$ cat src/rtl/seq_shift_unit_pkg.sv
// Shared encodings for the multi-cycle shift unit: modes, directions, FSM states.
// Optional overflow flag is enabled by defining SEQ_SHIFT_OVF_EN.
package seq_shift_unit_pkg;

   localparam logic [1:0] MODE_LOGIC = 2'b00;
   localparam logic [1:0] MODE_ARITH = 2'b01;
   localparam logic [1:0] MODE_ROT   = 2'b10;

   localparam logic DIR_L = 1'b0;
   localparam logic DIR_R = 1'b1;

   localparam logic [1:0] S_IDLE  = 2'd0;
   localparam logic [1:0] S_SHIFT = 2'd1;
   localparam logic [1:0] S_DONE  = 2'd2;

   typedef struct packed {
      logic       dir;
      logic [1:0] mode;
   } op_cfg_t;

endpackage

$ cat src/rtl/seq_shift_step.sv
// Combinational single-step shifter: moves data by k (0..STEP) positions.
// With SEQ_SHIFT_OVF_EN it also reports the bits pushed out of the MSB end on a left shift.
module seq_shift_step
   import seq_shift_unit_pkg::*;
#(
   parameter int WIDTH = 8,
   parameter int STEP  = 2,
   parameter int KW    = $clog2(STEP + 1)
) (
   input  logic [WIDTH-1:0] data_i,
   input  logic [KW-1:0]    k_i,
   input  logic             dir_i,
   input  logic [1:0]       mode_i,
   output logic [WIDTH-1:0] data_o
`ifdef SEQ_SHIFT_OVF_EN
   ,
   output logic [STEP-1:0]  out_bits_o
`endif
);

   int unsigned kk;

   always_comb begin
      kk     = 32'(k_i);
      data_o = data_i;
      if (mode_i == MODE_ROT) begin
         if (dir_i == DIR_L) data_o = (data_i << kk) | (data_i >> (WIDTH - kk));
         else                data_o = (data_i >> kk) | (data_i << (WIDTH - kk));
      end else if (dir_i == DIR_R && mode_i == MODE_ARITH) begin
         data_o = WIDTH'($signed(data_i) >>> kk);
      end else if (dir_i == DIR_R) begin
         data_o = data_i >> kk;
      end else begin
         data_o = data_i << kk;
      end
   end

`ifdef SEQ_SHIFT_OVF_EN
   // Low k bits of out_bits_o hold the bits leaving the top on a left shift.
   logic [WIDTH+STEP-1:0] wide;
   always_comb begin
      wide       = {{STEP{1'b0}}, data_i} << kk;
      out_bits_o = wide[WIDTH+STEP-1 -: STEP];
   end
`endif

endmodule

$ cat src/rtl/seq_shift_unit.sv
// Multi-cycle shift unit (left/right, logical/arithmetic/rotate, STEP bits per clock)
// with start/busy/done handshake. Define SEQ_SHIFT_OVF_EN to add the sticky ovf output.
module seq_shift_unit
   import seq_shift_unit_pkg::*;
#(
   parameter int WIDTH = 8,
   parameter int STEP  = 2,
   parameter int AW    = $clog2(WIDTH) + 1
) (
   input  logic             clk,
   input  logic             rst,
   input  logic             start,
   input  logic [WIDTH-1:0] din,
   input  logic [AW-1:0]    amount,
   input  logic             dir,
   input  logic [1:0]       mode,
   output logic             busy,
   output logic             done,
   output logic [WIDTH-1:0] dout,
   output logic [1:0]       state_o
`ifdef SEQ_SHIFT_OVF_EN
   ,
   output logic             ovf
`endif
);

   localparam int KW = $clog2(STEP + 1);

   logic [1:0]       state_q, state_d;
   logic [AW-1:0]    rem_q, rem_d;
   logic [WIDTH-1:0] dout_q, dout_d;
   op_cfg_t          cfg_q, cfg_d;
   logic [KW-1:0]    k;
   logic [WIDTH-1:0] step_data;
   logic [AW-1:0]    rot_amt;

`ifdef SEQ_SHIFT_OVF_EN
   logic            ovf_q, ovf_d;
   logic            sign_q, sign_d;
   logic [STEP-1:0] out_bits;
   logic [STEP-1:0] out_mask;
`endif

   seq_shift_step #(
      .WIDTH (WIDTH),
      .STEP  (STEP),
      .KW    (KW)
   ) u_step (
      .data_i     (dout_q),
      .k_i        (k),
      .dir_i      (cfg_q.dir),
      .mode_i     (cfg_q.mode),
      .data_o     (step_data)
`ifdef SEQ_SHIFT_OVF_EN
      ,
      .out_bits_o (out_bits)
`endif
   );

   always_comb begin
      rot_amt = AW'(32'(amount) % WIDTH);
      if (32'(rem_q) >= STEP) k = KW'(STEP);
      else                    k = KW'(rem_q);
   end

   always_comb begin
      state_d = state_q;
      rem_d   = rem_q;
      dout_d  = dout_q;
      cfg_d   = cfg_q;
`ifdef SEQ_SHIFT_OVF_EN
      ovf_d    = ovf_q;
      sign_d   = sign_q;
      out_mask = ~({STEP{1'b1}} << k);
`endif
      case (state_q)
         S_IDLE: begin
            if (start) begin
               dout_d  = din;
               cfg_d   = '{dir: dir, mode: mode};
               rem_d   = (mode == MODE_ROT) ? rot_amt : amount;
               state_d = (rem_d == '0) ? S_DONE : S_SHIFT;
`ifdef SEQ_SHIFT_OVF_EN
               ovf_d  = 1'b0;
               sign_d = din[WIDTH-1];
`endif
            end
         end
         S_SHIFT: begin
            dout_d = step_data;
            rem_d  = rem_q - AW'(k);
            if (rem_d == '0) state_d = S_DONE;
`ifdef SEQ_SHIFT_OVF_EN
            // Reserved mode behaves as logical; rotate and right shifts never overflow.
            if (cfg_q.dir == DIR_L && cfg_q.mode != MODE_ROT) begin
               if (cfg_q.mode == MODE_ARITH) begin
                  if (|((out_bits ^ {STEP{sign_q}}) & out_mask)) ovf_d = 1'b1;
                  if (rem_d == '0 && step_data[WIDTH-1] != sign_q) ovf_d = 1'b1;
               end else if (|(out_bits & out_mask)) begin
                  ovf_d = 1'b1;
               end
            end
`endif
         end
         S_DONE:  state_d = S_IDLE;
         default: state_d = S_IDLE;
      endcase
   end

   always_ff @(posedge clk or posedge rst) begin
      if (rst) begin
         state_q <= S_IDLE;
         rem_q   <= '0;
         dout_q  <= '0;
         cfg_q   <= '{dir: DIR_L, mode: MODE_LOGIC};
`ifdef SEQ_SHIFT_OVF_EN
         ovf_q  <= 1'b0;
         sign_q <= 1'b0;
`endif
      end else begin
         state_q <= state_d;
         rem_q   <= rem_d;
         dout_q  <= dout_d;
         cfg_q   <= cfg_d;
`ifdef SEQ_SHIFT_OVF_EN
         ovf_q  <= ovf_d;
         sign_q <= sign_d;
`endif
      end
   end

   assign busy    = (state_q == S_SHIFT);
   assign done    = (state_q == S_DONE);
   assign dout    = dout_q;
   assign state_o = state_q;
`ifdef SEQ_SHIFT_OVF_EN
   assign ovf = ovf_q;
`endif

endmodule

$ cat config.mk
export PLATFORM = sky130hd
export DESIGN_NAME = seq_shift_unit
export DESIGN_NICKNAME = d
export VERILOG_FILES = /design/src/rtl/seq_shift_unit_pkg.sv /design/src/rtl/seq_shift_step.sv /design/src/rtl/seq_shift_unit.sv
export SDC_FILE = /design/constraint.sdc
export NUM_CORES = 1
export LEC_CHECK = 0
export ABC_CLOCK_PERIOD_IN_PS = 5960
export CAP_MARGIN = 20
export CORE_UTILIZATION = 40
export DETAILED_ROUTE_END_ITERATION = 12
export MAX_ROUTING_LAYER = met4
export PLACE_DENSITY = 0.73
export SYNTH_ARGS = -nofsm -noshare
export SYNTH_HDL_FRONTEND = slang
export SYNTH_HIERARCHICAL = 1
export SYNTH_SLANG_ARGS = --single-unit
$ cat constraint.sdc
create_clock -name clk -period 5.96 [get_ports clk]
set_input_delay 1.192 -clock clk [delete_from_list [all_inputs] [get_ports clk]]
set_output_delay 1.192 -clock clk [all_outputs]
set_load 0.02 [all_outputs]
Word level (Yosys, flattened, before mapping). Index checks and enable logic that the tools add are counted.

Shift-type cells: 5. Magnitude comparators: 1. Add/subtract/negate cells: 2. Reduce and logical (&&, ||, !) cells: 8. Equality and inequality tests: 7. Bitwise gates (word level): 2. Multiplexer cells: 14.

Operators by type and width (number): $mux 8 (5); $shl 8x32->8 (1); $shr 8x32->8 (1); $or 8x8->8 (2); $pmux 8 s2 (1); $logic_not 4->1 (2); $mux 2 (4); $mux 4 (2); $pmux 4 s2 (1); $shl 8x2->8 (1); $shr 8x2->8 (1); $sshr 8x2->8 (1); $eq 2x2->1 const B (3); $reduce_and 2->1 (3); $sub 4x2->5 const A (1); $eq 2x1->1 const B (2); $ge 4x2->1 const B (1); $pmux 2 s2 (1); $sub 4x2->4 (1); $logic_not 2->1 (1); $ne 2x1->1 const B (1); $ne 2x2->1 const B (1); $reduce_bool 2->1 (1); $logic_and 1x1->1 (1).

Register bits: 17. Logic and storage cells: 44. Input bits: 18. Output and inout bits: 12.

Logic depth before layout (Yosys ltp). Gate-level depths: netlist of the first run.

Depth in word-level cells: 8. Mapped depth: 13. Mapped depth without buffers: 11.

Cells and area by module. Netlist of the first run, hierarchy kept.

By module, submodules not included: seq_shift_unit (area an instance 938.4 um2, cells an instance 97, times used 1); seq_shift_step (area an instance 698.2 um2, cells an instance 89, times used 1).

Worst setup path before layout of the first run. Ideal clock, no wire load.

Kind: register to register. From: reg rem_q[1]. To: reg dout_q[1], in the netlist dout[1]. Path buffers: 2. Setup time: 133 ps. Clock period less this slack: 2775 ps. Slack: 3185 ps. Arrival: 2642 ps. Stages on the path, launching flop included: 14. Cells stage by stage: dfrtp_1 -> or3_2 -> nor2_1 -> buf_6 -> inv_2 -> ha_1 -> buf_4 -> mux2i_1 -> o22ai_1 -> a211oi_1 -> a21oi_1 -> and2_1 -> a31oi_1 -> o21ai_0.

Cells in the longest elaborated chain, start to end: 8.

Ends and longest elaborated chain: from (decl) (line seq_shift_unit.sv:30) `logic [AW-1:0] rem_q, rem_d;`; from (signal assigned) (line seq_shift_unit.sv:122) `rem_q <= rem_d;`; $ge 4x2->1 (line seq_shift_unit.sv:62) `if (32'(rem_q) >= STEP) k = KW'(STEP);`; $mux 2 * (line seq_shift_unit.sv:62); net k[1] (line seq_shift_unit.sv:33) `logic [KW-1:0] k;`; $sub 4x2->5 (line seq_shift_step.sv:27, seq_shift_step.sv:28); $shr 8x32->8 / $shl 8x32->8 (equally long branches) (line seq_shift_step.sv:27, seq_shift_step.sv:28); $or 8x8->8, on equally long branches (line seq_shift_step.sv:27, seq_shift_step.sv:28); $mux 8 (line seq_shift_step.sv:27) `if (dir_i == DIR_L) data_o = (data_i << kk) | (data_i >> (WIDTH - kk));`; $mux 8 * (line seq_shift_step.sv:26) `if (mode_i == MODE_ROT) begin`; net step_data[1] (line seq_shift_unit.sv:34) `logic [WIDTH-1:0] step_data;`; $pmux 8 s2 * (line seq_shift_unit.sv:76) `case (state_q)`; to (signal assigned) (line seq_shift_unit.sv:123) `dout_q <= dout_d;`; to (decl) (line seq_shift_unit.sv:31) `logic [WIDTH-1:0] dout_q, dout_d;`.

The timed path passes the listed nets; every way through them passes the cells marked *. A chain may end at the register's enable or synchronous reset.

Final worst setup path of the first run.
From: reg rem_q[2]. To: reg dout_q[1], in the netlist dout[1].

Cells in the longest elaborated chain, start to end: 8.

Ends and longest elaborated chain (line): $ge 4x2->1 * (seq_shift_unit.sv:62); $mux 2 * (seq_shift_unit.sv:62); net k[1] (seq_shift_unit.sv:33); $sub 4x2->5 (seq_shift_step.sv:27, seq_shift_step.sv:28); $shr 8x32->8 / $shl 8x32->8 (equally long branches) (seq_shift_step.sv:27, seq_shift_step.sv:28); $or 8x8->8, on equally long branches (seq_shift_step.sv:27, seq_shift_step.sv:28); $mux 8 (seq_shift_step.sv:27); $mux 8 * (seq_shift_step.sv:26); net step_data[1] (seq_shift_unit.sv:34); $pmux 8 s2 * (seq_shift_unit.sv:76).

Marked as above.

==> run metrics, run 1 <==
status finished, final reports clean; fin nets around 230; Max Freq roughly 280 MHz; most frequent cells in the layout 29 x clkdlybuf4s50_1, 17 x dfrtp_1, 16 x nand2_1, 16 x o21ai_0, 14 x mux2i_1; P&R area growth vs syn 19.11%; internal power 0.6099 mW; Post-CTS Setup Bufs 0; vias per cell between 5 and 6; Slew HR 55.57%; final-report hold violation count 0; EDFF count, synth 0; vias in the first global route 1,448; Min Clock Period, post-route 3.593 ns; Max Cap Violations 0; number of port buffers 29; Die Wd between 60 and 70 um; ANT nets after route 0; final worst setup slack 2.367 ns; Final TNS setup 0 ns; Comb pwr share between 60% and 70%; Clock Path Buffers 2; Global Route Usage Sum 21.92%; commonest non-fill, non-tap cell in the layout clkdlybuf4s50_1; Final period util 60.28%; Critical Path Max Stage Delay slightly above 0.7 ns; worst path required time 6.08 ns; sw power 0.5800 mW; dpl ws 2.398 ns; Initial Util 43.08%; clock slew at reported path FFs 0.07 ns; Pleak between 0.7 and 0.8 nW; async set or reset register ratio after synthesis 100.0%; root buffer cell clkbuf_8; post-DP HPWL 2999 um; Placer Congestion 1.006; worst-path maximum fanout 24; Netlist cell types 53; RSZ-0062 raised after global routing false; hold_buf cts 0; endpoint class of the critical path flip-flop; slack of the worst reg-to-reg path 2.37 ns; fin. max-slew vios 0; final setup fails 0; htree depth 1; total core area about 3800 sq um; Top FF cell, synth dfrtp_1; Pre-antenna DRT Iters 4; clk_lat worst skew 0.26 ns; Setup Skew approximately 0.0025 ns; Power Density 610.4 nW/um^2; Max stage delay cell, worst path or3_2; clock group share of total power between 7 and 8%; initial DRC count 139; CTS sink cnt 17; syn avg cell area 8.799 sq um; critical path launch point type flip-flop; ant diodes 0; post-CTS resize count 0; DRC 0; aggregate global routing overflow 0; Flop pwr share a little over a quarter; WL/cell 16.46 um; pin count of the biggest net entering global routing 25; Cells after Synth around 190; FF+latch count, synth 17; post-synthesis sequential area ratio approximately a quarter; Post-Syn Nets 207; Routed WL 4197 um; routed vias ~1,500; Ys Warns 6; Setup CP Type flip-flop to flip-flop; # IOs 30; row count 22; peak supply drop 0.0003036 V; die area 4351 sq um; Worst Max-Slew Pin Slew 0.6665 ns; layout cells sized above 1 roughly a tenth; initial antenna violation count 0; CTS Buf Count 3; Filler cells 382; Net Sw Frac 48.74%; DIE HEIGHT about 66 um; CP Cell Sequence or3_2 -> nor2_1 -> buf_4 -> inv_2 -> ha_1 -> mux2i_1 -> o22ai_1 -> a211oi_1 -> a21oi_1 -> and2_1 -> a31oi_1 -> o21ai_0; CTS tree done; first-pass GRT wire length 7079 um; Post-Syn Area 1637 sq um; Worst EP arrival 3.71 ns; Hold Crit Class flip-flop to flip-flop
==> synthesized netlist by cell type (2+ instances only) <==
master | instances | area, sq um
a211o_1 | 2 | 17.52
a211oi_1 | 3 | 22.52
a21oi_1 | 5 | 25.02
a22oi_1 | 7 | 52.55
a31oi_1 | 11 | 68.82
and2_1 | 7 | 43.79
buf_2 | 3 | 15.01
buf_4 | 3 | 22.52
buf_6 | 2 | 22.52
clkbuf_1 | 4 | 15.01
dfrtp_1 | 17 | 425.4
ha_1 | 3 | 37.54
inv_1 | 6 | 22.52
inv_2 | 2 | 7.510
mux2_1 | 2 | 22.52
mux2_2 | 6 | 67.56
mux2i_1 | 14 | 140.1
mux4_2 | 2 | 45.04
nand2_1 | 16 | 60.06
nand2b_1 | 7 | 43.79
nand3_1 | 6 | 30.03
nand3b_1 | 2 | 15.01
nor2_1 | 7 | 26.28
nor2b_1 | 4 | 25.02
o21ai_0 | 16 | 80.08
o22ai_1 | 2 | 12.51
==> power by group through the flow <==
stage               logic, mW  registers (mW)  clock network (mW)
floorplan               0.611           0.285                   0
global placement        0.768           0.326                   0
detailed placement      0.768           0.323                   0
CTS                     0.775           0.320              0.0889
global route            0.858           0.341              0.0943
finish                  0.778           0.323              0.0882
==> layout make-up <==
class	count	area, sq um	area share (%)
Clock buffer	4	45.04	2.311
Inverter	8	30.03	1.540
Multi-Input combinational cell	148	1091	55.97
Sequential cell	17	425.4	21.82
Tap cell	48	60.06	3.081
Timing Repair Buffer	30	297.8	15.28
==> metrics by stage <==
stage	cells	total power [mW]	instance area [sq um]	hold slack, ns	util [%]
2_1_floorplan	186	0.8965	1637	0.4994	-
3_3_place_gp	251	1.094	1904	0.5312	50.13
3_5_place_dp	251	1.091	1904	0.5418	50.13
4_1_cts	255	1.184	1949	0.5605	51.32
5_1_grt	255	1.294	1949	0.6200	51.32
6_report	255	1.190	1949	0.5584	51.32
==> routing by layer <==
layer / share of wire (%) / GRT usage (%)
met1: 48 / 30.75
met2: 45 / 31.89
met3: 5.5 / 1.897
met4: 1.5 / 9.840
met5: 0 / -
==> worst max-delay path, delay by kind of cell (launching register included) <==
family | cells | cell delay [ns]
AOI/OAI and AO/OA | 5 | 0.72
adders and majority gates | 1 | 0.51
buffers and inverters | 2 | 0.43
DFF | 1 | 0.43
muxes | 1 | 0.27
and+or+nand+nor | 3 | 1.08
==> sequential cells by signal, summed over array words and instances (netlist names) <==
| name | count |
|---|---|
| cfg_q | 3 |
| dout | 8 |
| rem_q | 4 |
| state_o | 2 |
==> cells by family (layout without fill, tap and decap cells) <==
| kind of cell | count (synthesis) | in the layout | share of synthesized area [%] |
|---|---|---|---|
| buffers and inverters | 21 | 42 | 7.339 |
| flip-flops | 17 | 17 | 25.99 |
| AO/OA/AOI/OAI | 59 | 59 | 23.93 |
| adder cells (fa/ha/maj) | 4 | 4 | 2.905 |
| AND/OR/NAND/NOR | 59 | 59 | 21.18 |
| multiplexers | 25 | 25 | 18.42 |
| other | 1 | 1 | 0.2291 |
==> worst paths after layout <==
check | from | to | depth (start not counted)
max | rem_q[2] | dout[1] | 12
min | rem_q[1] | rem_q[1] | 2
max reg2reg | rem_q[2] | dout[1] | 12
min reg2reg | rem_q[1] | rem_q[1] | 2
max in group asynchronous | rst | rem_q[3] | 2
min in group asynchronous | rst | dout[5] | 2
Power figures use the tool's default switching activity.
==> run 2, diff against run 1 <==
ABC_CLOCK_PERIOD_IN_PS = 3200   (was 5960)
PLACE_DENSITY = 0.75   (was 0.73)
clock period = 3.2 ns   (was 5.96 ns; I/O delays follow)
==> run metrics, run 2 (synthesis gave the netlist of run 1 again) <==
status finished, final reports clean (unchanged); final-report hold violation count 0 (unchanged); Global Route Usage Sum 22.50% (was 21.92%); sw power 1.101 mW (was 0.5800 mW); Power Density 1143 nW/um^2 (was 610.4 nW/um^2); Net Sw Frac 48.51% (was 48.74%); RSZ-0062 raised after global routing false (unchanged); first-pass GRT wire length 7320 um (was 7079 um); htree depth 1 (unchanged); worst path required time 3.37 ns (was 6.08 ns); Min Clock Period, post-route 2.919 ns (was 3.593 ns); Comb pwr share 68.7% (was 65.4%); final setup fails 0 (unchanged); CTS tree done (unchanged); DRC 0 (unchanged); peak supply drop 0.0004496 V (was 0.0003036 V); Clock Path Buffers 2 (unchanged); critical path launch point type flip-flop (unchanged); WHS 0.5566 ns (was 0.5584 ns); vias in the first global route 1,491 (was 1,448); CTS Buf Count 3 (unchanged); commonest non-fill, non-tap cell in the layout clkdlybuf4s50_1 (unchanged); post-CTS resize count 0 (unchanged); P&R area growth vs syn 21.33% (was 19.11%); Flop pwr share 23.9% (was 27.2%); fin. max-slew vios 0 (unchanged); Final period util 91.23% (was 60.28%); Pre-antenna DRT Iters 4 (unchanged); Final TNS setup 0 ns (unchanged); fin nets 233 (was 229); post-DP HPWL 3116 um (was 2999 um); most frequent cells in the layout 29 x clkdlybuf4s50_1, 17 x dfrtp_1, 16 x nand2_1, 16 x o21ai_0, 14 x mux2i_1 (unchanged); internal power 1.169 mW (was 0.6099 mW); routed vias 1,560 (was 1,521); pin count of the biggest net entering global routing 24 (was 25); worst-path maximum fanout 23 (was 24); CTS sink cnt 17 (unchanged); die area 4351 sq um (unchanged); CP Cell Sequence or3_2 -> buf_4 -> inv_1 -> ha_2 -> mux2i_1 -> mux2i_1 -> nand2_1 -> a31oi_1 -> and2_1 -> a31oi_1 -> o21ai_0 (was or3_2 -> nor2_1 -> buf_4 -> inv_2 -> ha_1 -> mux2i_1 -> o22ai_1 -> a211oi_1 -> a21oi_1 -> and2_1 -> a31oi_1 -> o21ai_0); Worst Max-Slew Pin Slew 0.6709 ns (was 0.6665 ns); aggregate global routing overflow 0 (unchanged); Slew HR 55.22% (was 55.57%); total core area 3799 sq um (unchanged); Setup CP Type flip-flop to flip-flop (unchanged); initial DRC count 180 (was 139); Max Cap Violations 0 (unchanged); Placer Congestion 0.9222 (was 1.006); vias per cell 6.023 (was 5.965); initial antenna violation count 0 (unchanged); Max Freq 342.6 MHz (was 278.3 MHz); Max stage delay cell, worst path or3_2 (unchanged); layout cells sized above 1 13.27% (was 10.63%); ANT nets after route 0 (unchanged); root buffer cell clkbuf_8 (unchanged); Hold Crit Class flip-flop to flip-flop (unchanged); Initial Util 43.08% (unchanged); Critical Path Max Stage Delay 0.48 ns (was 0.71 ns); clock group share of total power 7.4% (about the same); hold_buf cts 0 (unchanged); clk_lat worst skew 0.25 ns (was 0.26 ns); Post-CTS Setup Bufs 0 (unchanged); Setup Skew 0.004427 ns (was 0.002520 ns); ant diodes 0 (unchanged); DIE HEIGHT 65.97 um (unchanged); Die Wd 65.97 um (unchanged); Worst EP arrival 3.09 ns (was 3.71 ns); number of port buffers 29 (unchanged); WL/cell 16.60 um (was 16.46 um); # IOs 30 (unchanged); max FFs per register 8 (unchanged); Pleak 0.7938 nW (was 0.7774 nW); endpoint class of the critical path flip-flop (unchanged); Routed WL 4299 um (was 4197 um); Filler cells 371 (was 382); clock slew at reported path FFs 0.07 ns (about the same); row count 22 (unchanged)
-- run 2: changes by cell type in the layout (fill, tap and decap cells not counted) --
cell,previous run,this run
buf_4,1,5
clkbuf_1,1,0
clkinvlp_4,0,1
ha_1,3,2
ha_2,0,1
-- run 2: critical path: cells and delay by family (launching register included) --
family | cells | cell delay (ns)
simple gates | 3 | 0.74
fa+ha+maj | 1 | 0.37
buf+inv | 2 | 0.39
compound gates | 3 | 0.48
flops | 1 | 0.43
mux | 2 | 0.43
-- run 2: path summary, 6_finish.rpt --
kind,slack [ns],depth (start not counted),from,end
setup / recovery,0.28,11,rem_q[2],dout[3]
hold / removal,0.56,2,rem_q[1],rem_q[1]
setup reg to reg,0.28,11,rem_q[2],dout[3]
hold reg to reg,0.56,2,rem_q[1],rem_q[1]
max in group asynchronous,1.99,2,rst,dout[5]
min in group asynchronous,0.78,2,rst,state_o[1]
-- run 2: stage by stage --
stage	std cells	power, mW	worst slack (ns)	util, %	area (sq um)
final	259	2.270	0.2808	52.27	1986
after global routing	259	2.466	0.03419	52.27	1986
after CTS	259	2.250	0.2923	52.21	1983
after detailed placement	255	2.076	0.3182	50.92	1934
after global placement	255	2.053	0.3458	50.92	1934
after floorplan	186	1.670	0.4250	-	1637
-- run 2: power groups by stage --
stage | Combinational, mW | Clock [mW] | Sequential [mW]
2_1_floorplan | 1.14 | 0 | 0.532
3_3_place_gp | 1.51 | 0 | 0.538
3_5_place_dp | 1.53 | 0 | 0.545
4_1_cts | 1.54 | 0.171 | 0.541
5_1_grt | 1.71 | 0.182 | 0.572
6_report | 1.56 | 0.167 | 0.544
-- run 2: cell type report --
type | count | area (sq um) | share of cell area (%)
clock inverter | 1 | 7.507 | 0.3781
tap | 48 | 60.06 | 3.025
clock buffer | 3 | 41.29 | 2.079
timing repair buffer | 34 | 327.8 | 16.51
inverter | 8 | 30.03 | 1.512
sequential | 17 | 425.4 | 21.42
multi-input combinational | 148 | 1094 | 55.07
-- run 2: layer usage --
metal	wire [um]	vias up	track usage, %
met5	0	-	-
met4	34	0	7.447
met3	353	4	2.069
met2	1950	78	33.67
met1	1961	736	31.81
li1	-	742	-
